==> src/rtl/arilla_bus_arbiter_if.sv <==
// Controller-side and peripheral-side signals of the arilla bus arbiter.
// The master modport is the arbiter's view; slave is the view of the surrounding bus.
interface arilla_bus_arbiter_if #(
  parameter int NumControllers = 2,
  parameter int DataWidth      = 32,
  parameter int AddrWidth      = 30,
  parameter int ByteEnables    = 4
);
  logic [NumControllers-1:0]             c_read;
  logic [NumControllers-1:0]             c_write;
  logic [NumControllers*AddrWidth-1:0]   c_address;
  logic [NumControllers*ByteEnables-1:0] c_byte_enable;
  logic [NumControllers*DataWidth-1:0]   c_data_ctp;
  logic [DataWidth-1:0]                  c_data_ptc;
  logic [NumControllers-1:0]             c_available;
  logic [NumControllers-1:0]             c_hit;
  logic [NumControllers-1:0]             c_intercept;
  logic [NumControllers-1:0]             c_error;
  logic [NumControllers-1:0]             grant;

  logic                                  m_read;
  logic                                  m_write;
  logic [AddrWidth-1:0]                  m_address;
  logic [ByteEnables-1:0]                m_byte_enable;
  logic [DataWidth-1:0]                  m_data_ctp;
  logic [DataWidth-1:0]                  m_data_ptc;
  logic                                  m_available;
  logic                                  m_hit;
  logic                                  m_intercept;

  modport master (
    input  c_read, c_write, c_address, c_byte_enable, c_data_ctp,
    input  m_data_ptc, m_available, m_hit, m_intercept,
    output c_data_ptc, c_available, c_hit, c_intercept, c_error, grant,
    output m_read, m_write, m_address, m_byte_enable, m_data_ctp
  );

  modport slave (
    output c_read, c_write, c_address, c_byte_enable, c_data_ctp,
    output m_data_ptc, m_available, m_hit, m_intercept,
    input  c_data_ptc, c_available, c_hit, c_intercept, c_error, grant,
    input  m_read, m_write, m_address, m_byte_enable, m_data_ctp
  );
endinterface

==> src/rtl/arilla_bus_arbiter.sv <==
// Round-robin N-controller arbiter for one arilla peripheral segment, with
// wait-state timeout and unmapped-access error reporting.
module arilla_bus_arbiter #(
  parameter int NumControllers   = 2,
  parameter int DataWidth        = 32,
  parameter int ByteAddressWidth = 32,
  parameter int ByteSize         = 8,
  parameter int TimeoutCycles    = 16
) (
  input  logic                 clk,
  input  logic                 rst,
  arilla_bus_arbiter_if.master bus
);
  localparam int N   = NumControllers;
  localparam int DW  = DataWidth;
  localparam int BPW = DataWidth / ByteSize;
  localparam int AW  = ByteAddressWidth - $clog2(BPW);
  localparam int BE  = BPW;
  localparam int PW  = (N > 1) ? $clog2(N) : 1;
  localparam int CW  = (TimeoutCycles > 1) ? $clog2(TimeoutCycles) : 1;
  localparam logic [CW-1:0] TO_LAST = CW'((TimeoutCycles > 0) ? TimeoutCycles - 1 : 0);

  typedef enum logic {IDLE, GRANT} state_t;

  state_t          state_reg, state_next;
  logic [N-1:0]    grant_reg, grant_next;
  logic [PW-1:0]   ptr_reg, ptr_next;
  logic [CW-1:0]   cnt_reg, cnt_next;

  logic [N-1:0]    req;
  logic [N-1:0]    pick;
  logic [PW-1:0]   gidx;
  logic [PW-1:0]   ptr_adv;
  logic            req_g;
  logic            done;
  logic            tmo;
  int              pick_idx;

  for (genvar gi = 0; gi < N; gi++) begin : g_req
    assign req[gi] = bus.c_read[gi] | bus.c_write[gi];
  end

  // First requester at or after the pointer, wrapping.
  always_comb begin
    pick     = '0;
    pick_idx = 0;
    for (int k = 0; k < N; k++) begin
      pick_idx = int'(ptr_reg) + k;
      if (pick_idx >= N) pick_idx = pick_idx - N;
      if (pick == '0 && req[pick_idx]) pick[pick_idx] = 1'b1;
    end
  end

  always_comb begin
    gidx = '0;
    for (int i = 0; i < N; i++) begin
      if (grant_reg[i]) gidx = PW'(i);
    end
  end

  assign ptr_adv = (gidx == PW'(N - 1)) ? '0 : gidx + PW'(1);
  assign req_g   = |(req & grant_reg);
  assign done    = (state_reg == GRANT) && req_g && bus.m_available;
  // The counter sits at n-1 during the n-th granted cycle.
  assign tmo     = (TimeoutCycles != 0) && (state_reg == GRANT) && req_g &&
                   !bus.m_available && (cnt_reg == TO_LAST);

  always_ff @(posedge clk) begin
    if (rst) begin
      state_reg <= IDLE;
      grant_reg <= '0;
      ptr_reg   <= '0;
      cnt_reg   <= '0;
    end else begin
      state_reg <= state_next;
      grant_reg <= grant_next;
      ptr_reg   <= ptr_next;
      cnt_reg   <= cnt_next;
    end
  end

  always_comb begin
    state_next = state_reg;
    grant_next = grant_reg;
    ptr_next   = ptr_reg;
    cnt_next   = cnt_reg;
    case (state_reg)
      IDLE: begin
        cnt_next = '0;
        if (|req) begin
          state_next = GRANT;
          grant_next = pick;
        end
      end
      GRANT: begin
        if (done || tmo) begin
          state_next = IDLE;
          grant_next = '0;
          ptr_next   = ptr_adv;
          cnt_next   = '0;
        end else if (!req_g) begin
          // Abandoned access: no error, pointer left where it was.
          state_next = IDLE;
          grant_next = '0;
          cnt_next   = '0;
        end else if (cnt_reg != '1) begin
          cnt_next = cnt_reg + CW'(1);
        end
      end
      default: begin
        state_next = IDLE;
        grant_next = '0;
      end
    endcase
  end

  always_comb begin
    bus.c_data_ptc    = bus.m_data_ptc;
    bus.grant         = grant_reg;
    bus.m_read        = 1'b0;
    bus.m_write       = 1'b0;
    bus.m_address     = '1;
    bus.m_byte_enable = '1;
    bus.m_data_ctp    = '1;
    bus.c_available   = '0;
    bus.c_hit         = '0;
    bus.c_intercept   = '0;
    bus.c_error       = '0;
    if (state_reg == GRANT) begin
      for (int i = 0; i < N; i++) begin
        if (grant_reg[i]) begin
          bus.m_read        = bus.c_read[i];
          bus.m_write       = bus.c_write[i];
          bus.m_address     = bus.c_address[i*AW +: AW];
          bus.m_byte_enable = bus.c_byte_enable[i*BE +: BE];
          bus.m_data_ctp    = bus.c_data_ctp[i*DW +: DW];
        end
      end
      bus.c_hit       = grant_reg & {N{bus.m_hit}};
      bus.c_intercept = grant_reg & {N{bus.m_intercept}};
      // A reset landing on a completing cycle must not leak a completion pulse.
      if (!rst) begin
        bus.c_available = grant_reg & {N{done | tmo}};
        bus.c_error     = grant_reg & {N{tmo | (done & !bus.m_hit & !bus.m_intercept)}};
      end
    end
  end
endmodule

==> src/flat_wrapper.sv <==
// flat-port wrapper written by rule: the top's interface ports become plain ports
module arilla_bus_arbiter_flat 
#(
  parameter int NumControllers   = 2,
  parameter int DataWidth        = 32,
  parameter int ByteAddressWidth = 32,
  parameter int ByteSize         = 8,
  parameter int TimeoutCycles    = 16
)
  (clk, rst, bus_c_read, bus_c_write, bus_c_address, bus_c_byte_enable, bus_c_data_ctp, bus_m_data_ptc, bus_m_available, bus_m_hit, bus_m_intercept, bus_c_data_ptc, bus_c_available, bus_c_hit, bus_c_intercept, bus_c_error, bus_grant, bus_m_read, bus_m_write, bus_m_address, bus_m_byte_enable, bus_m_data_ctp);
  arilla_bus_arbiter_if #(.NumControllers(NumControllers), .DataWidth(DataWidth), .AddrWidth((30)), .ByteEnables((4))) bus_i ();
  input  logic clk;
  input  logic rst;
  input wire logic [$bits(bus_i.c_read)-1:0] bus_c_read;
  input wire logic [$bits(bus_i.c_write)-1:0] bus_c_write;
  input wire logic [$bits(bus_i.c_address)-1:0] bus_c_address;
  input wire logic [$bits(bus_i.c_byte_enable)-1:0] bus_c_byte_enable;
  input wire logic [$bits(bus_i.c_data_ctp)-1:0] bus_c_data_ctp;
  input wire logic [$bits(bus_i.m_data_ptc)-1:0] bus_m_data_ptc;
  input wire logic [$bits(bus_i.m_available)-1:0] bus_m_available;
  input wire logic [$bits(bus_i.m_hit)-1:0] bus_m_hit;
  input wire logic [$bits(bus_i.m_intercept)-1:0] bus_m_intercept;
  output wire logic [$bits(bus_i.c_data_ptc)-1:0] bus_c_data_ptc;
  output wire logic [$bits(bus_i.c_available)-1:0] bus_c_available;
  output wire logic [$bits(bus_i.c_hit)-1:0] bus_c_hit;
  output wire logic [$bits(bus_i.c_intercept)-1:0] bus_c_intercept;
  output wire logic [$bits(bus_i.c_error)-1:0] bus_c_error;
  output wire logic [$bits(bus_i.grant)-1:0] bus_grant;
  output wire logic [$bits(bus_i.m_read)-1:0] bus_m_read;
  output wire logic [$bits(bus_i.m_write)-1:0] bus_m_write;
  output wire logic [$bits(bus_i.m_address)-1:0] bus_m_address;
  output wire logic [$bits(bus_i.m_byte_enable)-1:0] bus_m_byte_enable;
  output wire logic [$bits(bus_i.m_data_ctp)-1:0] bus_m_data_ctp;
  assign bus_i.c_read = bus_c_read;
  assign bus_i.c_write = bus_c_write;
  assign bus_i.c_address = bus_c_address;
  assign bus_i.c_byte_enable = bus_c_byte_enable;
  assign bus_i.c_data_ctp = bus_c_data_ctp;
  assign bus_i.m_data_ptc = bus_m_data_ptc;
  assign bus_i.m_available = bus_m_available;
  assign bus_i.m_hit = bus_m_hit;
  assign bus_i.m_intercept = bus_m_intercept;
  assign bus_c_data_ptc = bus_i.c_data_ptc;
  assign bus_c_available = bus_i.c_available;
  assign bus_c_hit = bus_i.c_hit;
  assign bus_c_intercept = bus_i.c_intercept;
  assign bus_c_error = bus_i.c_error;
  assign bus_grant = bus_i.grant;
  assign bus_m_read = bus_i.m_read;
  assign bus_m_write = bus_i.m_write;
  assign bus_m_address = bus_i.m_address;
  assign bus_m_byte_enable = bus_i.m_byte_enable;
  assign bus_m_data_ctp = bus_i.m_data_ctp;
  arilla_bus_arbiter #(.NumControllers(NumControllers), .DataWidth(DataWidth), .ByteAddressWidth(ByteAddressWidth), .ByteSize(ByteSize), .TimeoutCycles(TimeoutCycles)) u_core (.clk(clk), .rst(rst), .bus(bus_i));
endmodule
==> config.mk <==
export PLATFORM = sky130hd
export DESIGN_NAME = arilla_bus_arbiter_flat
export DESIGN_NICKNAME = d
export VERILOG_FILES = /design/src/rtl/arilla_bus_arbiter_if.sv /design/src/rtl/arilla_bus_arbiter.sv /design/src/flat_wrapper.sv
export SDC_FILE = /design/constraint.sdc
export NUM_CORES = 1
export LEC_CHECK = 0
export ABC_AREA = 1
export ABC_CLOCK_PERIOD_IN_PS = 3000
export CORE_AREA = 4 4 108 110
export DETAILED_ROUTE_END_ITERATION = 6
export DIE_AREA = 0 0 112 114
export PLACE_DENSITY = 0.62
export RECOVER_POWER = 100
export SLEW_MARGIN = 10
export SYNTH_ARGS = -nofsm -noshare
export SYNTH_HDL_FRONTEND = slang
export SYNTH_SLANG_ARGS = --single-unit
==> constraint.sdc <==
create_clock -name clk -period 3 [get_ports clk]
set_clock_uncertainty 0.15 [all_clocks]
set_input_delay 0.3 -clock clk [delete_from_list [all_inputs] [get_ports clk]]
set_output_delay 0.3 -clock clk [all_outputs]
set_load 0.01 [all_outputs]
Word-level counts from Yosys, hierarchy flattened
Index checks and enable logic that the tools add are counted.
Widths: inputs -> output; s select.
{"block": "totals", "reg_bits": 8, "input_bits": 173, "out_inout_bits": 110, "elab_cells": 98}
{"block": "op_classes", "addsub": 5, "n_lt_le_gt_ge": 6, "eq_ne": 5, "n_mux": 49, "bitwise_logic": 13, "n_reduce_logical": 16}
{"cell": "$mux 32", "count": 5}
{"cell": "$mux 30", "count": 3}
{"cell": "$ge 32x1->1 const B", "count": 2}
{"cell": "$lt 32x3->1 const B", "count": 2}
{"cell": "$ge 32x3->1 const B", "count": 1}
{"cell": "$sub 32x3->32 const B", "count": 1}
{"cell": "$mux 4", "count": 6}
{"cell": "$mux 2", "count": 11}
{"cell": "$mux 1", "count": 19}
{"cell": "$and 2x2->2", "count": 5}
{"cell": "$ne 4x4->1 const B", "count": 2}
{"cell": "$pmux 4 s2", "count": 1}
{"cell": "$logic_and 1x1->1", "count": 7}
{"cell": "$add 4x1->4 const B", "count": 1}
{"cell": "$eq 4x4->1 const B", "count": 1}
{"cell": "$or 1x1->1", "count": 4}
{"cell": "$pmux 2 s2", "count": 1}
{"cell": "$reduce_and 2->1", "count": 2}
{"cell": "$reduce_or 2->1", "count": 2}
{"cell": "$logic_not 1->1", "count": 3}
{"cell": "$ne 3x3->1 const B", "count": 1}
{"cell": "$sub 1x2->3 const B", "count": 1}
{"cell": "$add 1x1->2 const B", "count": 1}
{"cell": "$and 1x1->1", "count": 2}
{"cell": "9 further kinds", "count": 10}

Longest topological paths before layout
Gate-level depths: netlist of run 1.
{"block": "logic_depth", "depth_word": 12, "ltp_mapped": 10, "mapped_depth_nobuf": 9}

Worst setup path before layout of run 1
OpenSTA, ideal clock, no wires.
{"block": "synth_path", "kind": "flip-flop to output port", "start": "register u_core.grant_reg[0] (netlist: u_core.bus.grant[0])", "end": "output bus_m_read", "t_arrival_ps": 1059, "required_ps": 2550, "slack_ps": 1491, "path_stages_with_launch": 4, "path_buffers": 1, "path_cell_list": "dfxtp_1 > nand2_2 > buf_2 > o32ai_1"}
{"block": "synth_via", "elab_chain_len": 3}
{"item": "from (decl)", "line": "arilla_bus_arbiter.sv:26", "source": "logic [N-1:0] grant_reg, grant_next;"}
{"item": "from (signal assigned)", "line": "arilla_bus_arbiter.sv:76", "source": "grant_reg <= grant_next;"}
{"item": "$mux 1 (2 in series)", "line": "arilla_bus_arbiter.sv:131", "source": "if (grant_reg[i]) begin"}
{"item": "$mux 1", "line": "arilla_bus_arbiter.sv:129", "source": "if (state_reg == GRANT) begin"}
{"item": "to (decl)", "line": "flat_wrapper.sv:29", "source": "output wire logic [$bits(bus_i.m_read)-1:0] bus_m_read;"}
No other way between the ends.

Final worst setup path of run 1
{"block": "layout_path", "start": "register u_core.grant_reg[1] (netlist: u_core.bus.grant[1])", "end": "output bus_m_data_ctp[30]"}
{"block": "layout_via", "elab_chain_len": 2}
{"item": "$mux 32", "line": "arilla_bus_arbiter.sv:131"}
{"item": "$mux 32", "line": "arilla_bus_arbiter.sv:129"}
{"item": "to (decl)", "line": "flat_wrapper.sv:33", "source": "output wire logic [$bits(bus_i.m_data_ctp)-1:0] bus_m_data_ctp;"}
No other way between the ends.

==> impl_metrics.json, run 1 <==
{
  "drt_iter0_drc": 132,
  "grt_pass1_wl_microns": 13610,
  "timing.hold.worst.start": "u_core.cnt_reg[0]$_SDFFE_PP0P_",
  "synth-async-reset-ratio_pct": 0,
  "synth_compound_gate_area_share_pct": 23.82,
  "simple_gate_portion_of_the_synthesized_area_pct": 41.87,
  "final_cells": 640,
  "max-slew-margin-rel_pct": 48.42,
  "finalSetupViolations": 0,
  "antenna_found_initial": 0,
  "synth_top_area_cell": "nand2_1",
  "crit_type": "register to output pin",
  "vdd_ir_max_mv": 0.2876,
  "cts_root_buf": "clkbuf_8",
  "total_area_of_multi_input_combinational_cells_sq_mm": 0.001099,
  "numClockSinks": 8,
  "row_count": 38,
  "postSynthNetCount": 504,
  "critical_path.max_fanout": 71,
  "max_cap_violations": 0,
  "total_overflow_reported_by_the_global_router": 0,
  "drc": 0,
  "ys_warn_count": 0,
  "synth.top_cells.by_count": "nand2_1 (146), o21ai_0 (66), buf_4 (33)",
  "setup.worst_path.start": "u_core.bus.grant[1]$_SDFFE_PP0P_",
  "synthAdderAreaFrac_pct": 0.7491,
  "path_cells": "clkbuf_4, o32a_1, dlygate4sd3_1",
  "swShare_pct": 32.54,
  "critical_path_arrival_ns": 2.16,
  "clk-insertion-delay-late_ns": 0.23,
  "vias": 2729,
  "ios": 283,
  "synthFlopType": "dfxtp_1",
  "yosys.cell_count.top_type": "nand2_1",
  "grt.total_usage_pct": 12.68,
  "design.final.nets": 676,
  "core_region_area_sq_mm": 0.01070,
  "timing.hold.worst.class": "register to register",
  "htree_levels": 1,
  "cell_area_after_synthesis_sq_mm": 0.001670,
  "synth.ff_latch_count": 8,
  "switching_power_uw": 229.4,
  "timing.rr.start": "u_core.state_reg$_SDFF_PP0_",
  "fillCellCount": 1139,
  "final_core_utilization_pct": 35.01,
  "p_int_uw": 475.7,
  "number_of_enable_flip_flop_cells_after_synthesis": 0,
  "crit_path_end_kind": "output pin",
  "wl_microns": 9060,
  "ctsHoldBuffers": 0,
  "clock_pin_slew_worst_setup_and_hold_paths_ns": 0.04,
  "post_route_cells_drive_above_1_share_pct": 2.600,
  "synth-seq-area-share_pct": 9.588,
  "first_global_vias": 2711,
  "post_cts_resized": 0,
  "fin_crit_ns": 2.611,
  "setup.worst_path.start_class": "register",
  "final.period_utilization_pct": 87.05,
  "largest_reg_flops": 4,
  "synth_top_family_by_area": "simple AND/OR/NAND/NOR gates",
  "die_width_microns": 112,
  "ff_latch_area_sq_um": 161.4,
  "share_comb_of_total_power_pct": 65.0,
  "power.sequential.fraction_pct": 16.7,
  "grt_max_degree": 72,
  "cellPowerDensity_mw_per_mm2": 188.3,
  "final_hold_viol_count": 0,
  "syn-instance-count": 330,
  "die_area_sq_mm": 0.01277,
  "cts_buffer_depth": 2,
  "leakage_uw": 0.001235,
  "post-cts-setup-buffers": 0,
  "setup_repair_after_global_routing_missed_its_margin": "no",
  "maxClockFrequency_mhz": 382.9,
  "place_hpwl_microns": 7379,
  "slowest_cp_cell": "dlygate4sd3_1",
  "slowest_delay_ns": 0.63,
  "synth.area.mux_share_pct": 0,
  "netlist.area_leader.share_pct": 32.81,
  "numPlacedInstances": 637,
  "place.gp.congestion": 0.8767,
  "clockPowerShare_pct": 18.3,
  "final-max-slew-violation-count": 0,
  "outcome": "completed",
  "post_synth_main_area_contributors": "nand2_1 (33%), o21ai_0 (20%), buf_4 (15%)",
  "antenna_cells_inserted": 0,
  "initial_utilization_pct": 15.61,
  "drt-vias-per-instance": 4.264,
  "cts_tree": "done",
  "mean_routed_wirelength_per_cell_microns": 14.16,
  "final_antenna_net_count": 0,
  "synth_cell_type_count": 24,
  "synth_xor_xnor_area_share_pct": 0.5243,
  "synthesis.area_per_instance_sq_um": 5.062,
  "cp.required_ns": 2.55,
  "tns_setup_ns": 0,
  "die_height_microns": 114,
  "io_buffer_count": 218,
  "drt_first_pass_iters": 6,
  "syn2layout_area_growth_pct": 124.2,
  "numCtsBuffers": 3,
  "timing_worst_slew_pin_value_ns": 0.7737
}
## final timing paths
path	to	slack [ns]	cells after the start
setup reg to reg	u_core.cnt_reg[2]$_SDFFE_PP0P_	1.31	6
hold reg to reg	u_core.cnt_reg[0]$_SDFFE_PP0P_	0.30	1
setup / recovery	bus_m_data_ctp[30]	0.39	3
hold / removal	u_core.cnt_reg[0]$_SDFFE_PP0P_	0.30	1
## critical path: cells and delay by family (launching register included)
| family | cells | cell delay [ns] |
|---|---|---|
| AOI/OAI and AO/OA | 1 | 0.48 |
| DFF | 1 | 0.32 |
| buffers and inverters | 2 | 1.09 |
## cells in the final DEF (no fill, tap or decap)
master	netlist	final
ha_1	1	1
o32a_1	1	1
buf_4	33	3
inv_2	2	1
nor3b_1	0	1
nand2_4	2	1
nand2_1	146	148
o31ai_1	1	1
a21oi_1	5	5
dfxtp_1	8	7
nand4_1	1	1
nor3_1	1	1
xor2_1	1	1
clkbuf_8	0	3
o21a_1	1	1
clkbuf_4	0	1
dlygate4sd3_1	0	75
inv_1	13	14
nor2_1	16	16
nand2_2	4	3
o21ai_0	66	66
dfxtp_2	0	1
o32ai_1	2	2
nand3_1	2	3
clkdlybuf4s50_1	0	143
## stage by stage
stage | instance area [sq um] | hold slack, ns | power (uW) | setup WS (ns)
2_1_floorplan | 1670 | 0.2191 | 316.6 | 1.491
4_1_cts | 3765 | 0.3054 | 739.7 | 0.4520
6_report | 3745 | 0.3020 | 705.2 | 0.3886
5_1_grt | 3745 | 0.3338 | 755.8 | 0.2249
3_5_place_dp | 3724 | 0.2994 | 607.6 | 0.6044
3_3_place_gp | 3724 | 0.2857 | 605.3 | 0.6583
## final cells by class
type	instances	area share [%]
flip-flops and latches	8	4.310
inverters	15	1.504
well taps	140	4.678
clock buffers	3	1.103
repair buffers	222	59.07
multi-input cells	252	29.34
## per-layer routing
metal / track usage (%) / wire (microns) / part of all wire [%] / up-vias
met5: 0 / 0 / 0 / -
met4: 1.282 / 66 / 0.73 / 0
met3: 5.305 / 1227 / 14 / 4
met2: 23.82 / 4376 / 48 / 193
met1: 13.81 / 3389 / 37 / 1179
li1: - / - / - / 1353
## power groups by stage
stage | clock network (uW) | registers, uW | logic (uW)
finish | 129 | 118 | 458
global route | 137 | 119 | 501
CTS | 130 | 118 | 491
detailed placement | 0 | 120 | 488
global placement | 0 | 119 | 486
floorplan | 0 | 119 | 198
## logic make-up after synthesis
group | Yosys count
AND/OR/NAND/NOR | 174
AO/OA/AOI/OAI | 76
buffers and inverters | 70
flip-flops | 8
XOR/XNOR | 1
adder cells (fa/ha/maj) | 1
No activity file was read; power rests on OpenSTA's default activity.
==> inputs of run 2 (changes only) <==
Settings changed: PLACE_DENSITY 0.62 to default.
==> impl_metrics.json, run 2 (synthesis results as in run 1) <==
{
  "row_count": 38,
  "share_comb_of_total_power_pct": 65.4,
  "timing.hold.worst.class": "register to register",
  "finalSetupViolations": 0,
  "critPathTopFamily": "buffers and inverters",
  "tns_setup_ns": 0,
  "clockPowerShare_pct": 17.9,
  "antenna_cells_inserted": 0,
  "cts_root_buf": "clkbuf_8",
  "place_hpwl_microns": 7422,
  "final-max-slew-violation-count": 0,
  "switching_power_uw": 230.9,
  "grt.total_usage_pct": 12.99,
  "final.period_utilization_pct": 91.11,
  "outcome": "completed",
  "crit_path_end_kind": "output pin",
  "clk-insertion-delay-late_ns": 0.23,
  "largest_reg_flops": 4,
  "timing_worst_slew_pin_value_ns": 0.7953,
  "post-cts-setup-buffers": 0,
  "core_region_area_sq_mm": 0.01070,
  "worst_r2r_endpoint": "u_core.cnt_reg[2]$_SDFFE_PP0P_",
  "path_buf_inv": 2,
  "numClockSinks": 8,
  "drt_iter0_drc": 167,
  "mean_routed_wirelength_per_cell_microns": 14.37,
  "place.gp.congestion": 0.8672,
  "r2r.worst_path.cells": 6,
  "setup_repair_after_global_routing_missed_its_margin": "no",
  "grt_pass1_wl_microns": 13790,
  "vias": 2727,
  "cts_tree": "done",
  "commonest_cells_after_routing_fill_and_taps_aside": "nand2_1 (148), clkdlybuf4s50_1 (146), dlygate4sd3_1 (72), o21ai_0 (66), nor2_1 (16)",
  "clock_pin_slew_worst_setup_and_hold_paths_ns": 0.04,
  "setup.worst_path.start_class": "register",
  "drc": 0,
  "p_int_uw": 475.6,
  "worstHoldPathCells": 1,
  "leakage_uw": 0.001227,
  "layout.cell_area.non_filler_sq_mm": 0.003747,
  "slowest_delay_ns": 0.63,
  "cp.required_ns": 2.55,
  "cts_buffer_depth": 2,
  "maxClockFrequency_mhz": 365.8,
  "swShare_pct": 32.68,
  "numCtsBuffers": 3,
  "total_overflow_reported_by_the_global_router": 0,
  "timing.reg2reg.setup_slack_ns": 1.29,
  "path_cells": "nand2_2, clkbuf_2, o32a_1, dlygate4sd3_1",
  "vdd_ir_max_mv": 0.08855,
  "crit_type": "register to output pin",
  "syn2layout_area_growth_pct": 124.3,
  "design.final.nets": 677,
  "die_area_sq_mm": 0.01277,
  "antenna_found_initial": 0,
  "htree_levels": 1,
  "die_height_microns": 114,
  "post_route_cells_drive_above_1_share_pct": 2.794,
  "first_global_vias": 2706,
  "wl_microns": 9213,
  "max_cap_violations": 0,
  "io_buffer_count": 218,
  "cellPowerDensity_mw_per_mm2": 188.5,
  "ctsHoldBuffers": 0,
  "max-slew-margin-rel_pct": 46.98,
  "dpl-instance-area_sq_mm": 0.003744,
  "critical_path_arrival_ns": 2.28,
  "fin_crit_ns": 2.733,
  "drt-vias-per-instance": 4.254,
  "grt_max_degree": 72,
  "whs_endpoint": "u_core.cnt_reg[0]$_SDFFE_PP0P_",
  "timing.hold.worst.start": "u_core.cnt_reg[0]$_SDFFE_PP0P_",
  "critical_path.max_fanout": 24,
  "timing.rr.start": "u_core.state_reg$_SDFF_PP0_",
  "final_antenna_net_count": 0,
  "ios": 283,
  "initial_utilization_pct": 15.61,
  "drt_first_pass_iters": 6,
  "power.sequential.fraction_pct": 16.7,
  "most_common_cell_after_layout_fill_and_taps_aside": "nand2_1",
  "post_cts_resized": 0,
  "slowest_cp_cell": "dlygate4sd3_1",
  "die_width_microns": 112,
  "final_hold_viol_count": 0
}
==> run 2: changes by cell type in the layout (fill, tap and decap cells not counted), sizes merged <==
cell	before	now
buf	3	2
dlygate4sd3	75	72
clkdlybuf4s50	143	146
clkbuf	4	6
==> run 2: metrics by stage <==
step	hold WS [ns]	worst slack, ns	std cells	utilization (%)	power [uW]
2_1_floorplan	0.2191	1.491	330	-	316.6
3_3_place_gp	0.2775	0.5936	638	34.99	613.2
3_5_place_dp	0.2918	0.5620	638	34.99	614.5
4_1_cts	0.2973	0.3307	641	35.38	746.6
5_1_grt	0.3369	0.1252	641	35.03	757.9
6_report	0.2968	0.2666	641	35.03	706.6
==> run 2: layout make-up <==
class / instances / area, sq um
fillers: 1165 / 6950
clock buffers: 3 / 41.29
inverters: 15 / 56.30
multi-input cells: 252 / 1099
repair buffers: 223 / 2215
flip-flops and latches: 8 / 161.4
well taps: 140 / 175.2
==> run 2: worst max-delay path by stage <==
stage	end	cells past startpoint	slack, ns	start
final	bus_m_data_ctp[30]	4	0.27	u_core.state_reg$_SDFF_PP0_
after global routing	bus_m_data_ctp[10]	5	0.13	u_core.state_reg$_SDFF_PP0_
after CTS	bus_m_data_ctp[26]	5	0.33	u_core.state_reg$_SDFF_PP0_
after detailed placement	bus_c_error[0]	8	0.56	bus_c_read[1]
after global placement	bus_m_data_ctp[26]	5	0.59	u_core.state_reg$_SDFF_PP0_
after floorplan	bus_m_read	3	1.49	u_core.bus.grant[0]$_SDFFE_PP0P_
==> run 2: power groups by stage <==
stage               combinational, uW  clock [uW]  sequential, uW
global route                      506         134             118
global placement                  493           0             120
floorplan                         198           0             119
finish                            462         127             118
CTS                               499         129             118
detailed placement                494           0             120
==> run 2: metal layers <==
layer  share of wire (%)  up-vias  global-route usage (%)
li1                    -     1355                       -
met1                  40     1168                   15.33
met2                  47      196                   22.94
met3                  12        8                   5.199
met4                0.91        0                   1.603
met5                   0        -                       0
==> run 2: worst reg2reg max path: stages (launching register included) <==
cell	delay (ns)
dfxtp_1	0.42
nand2_2	0.29
inv_1	0.15
nand2_2	0.05
nand2_1	0.15
nand3_1	0.21
nor3b_1	0.21
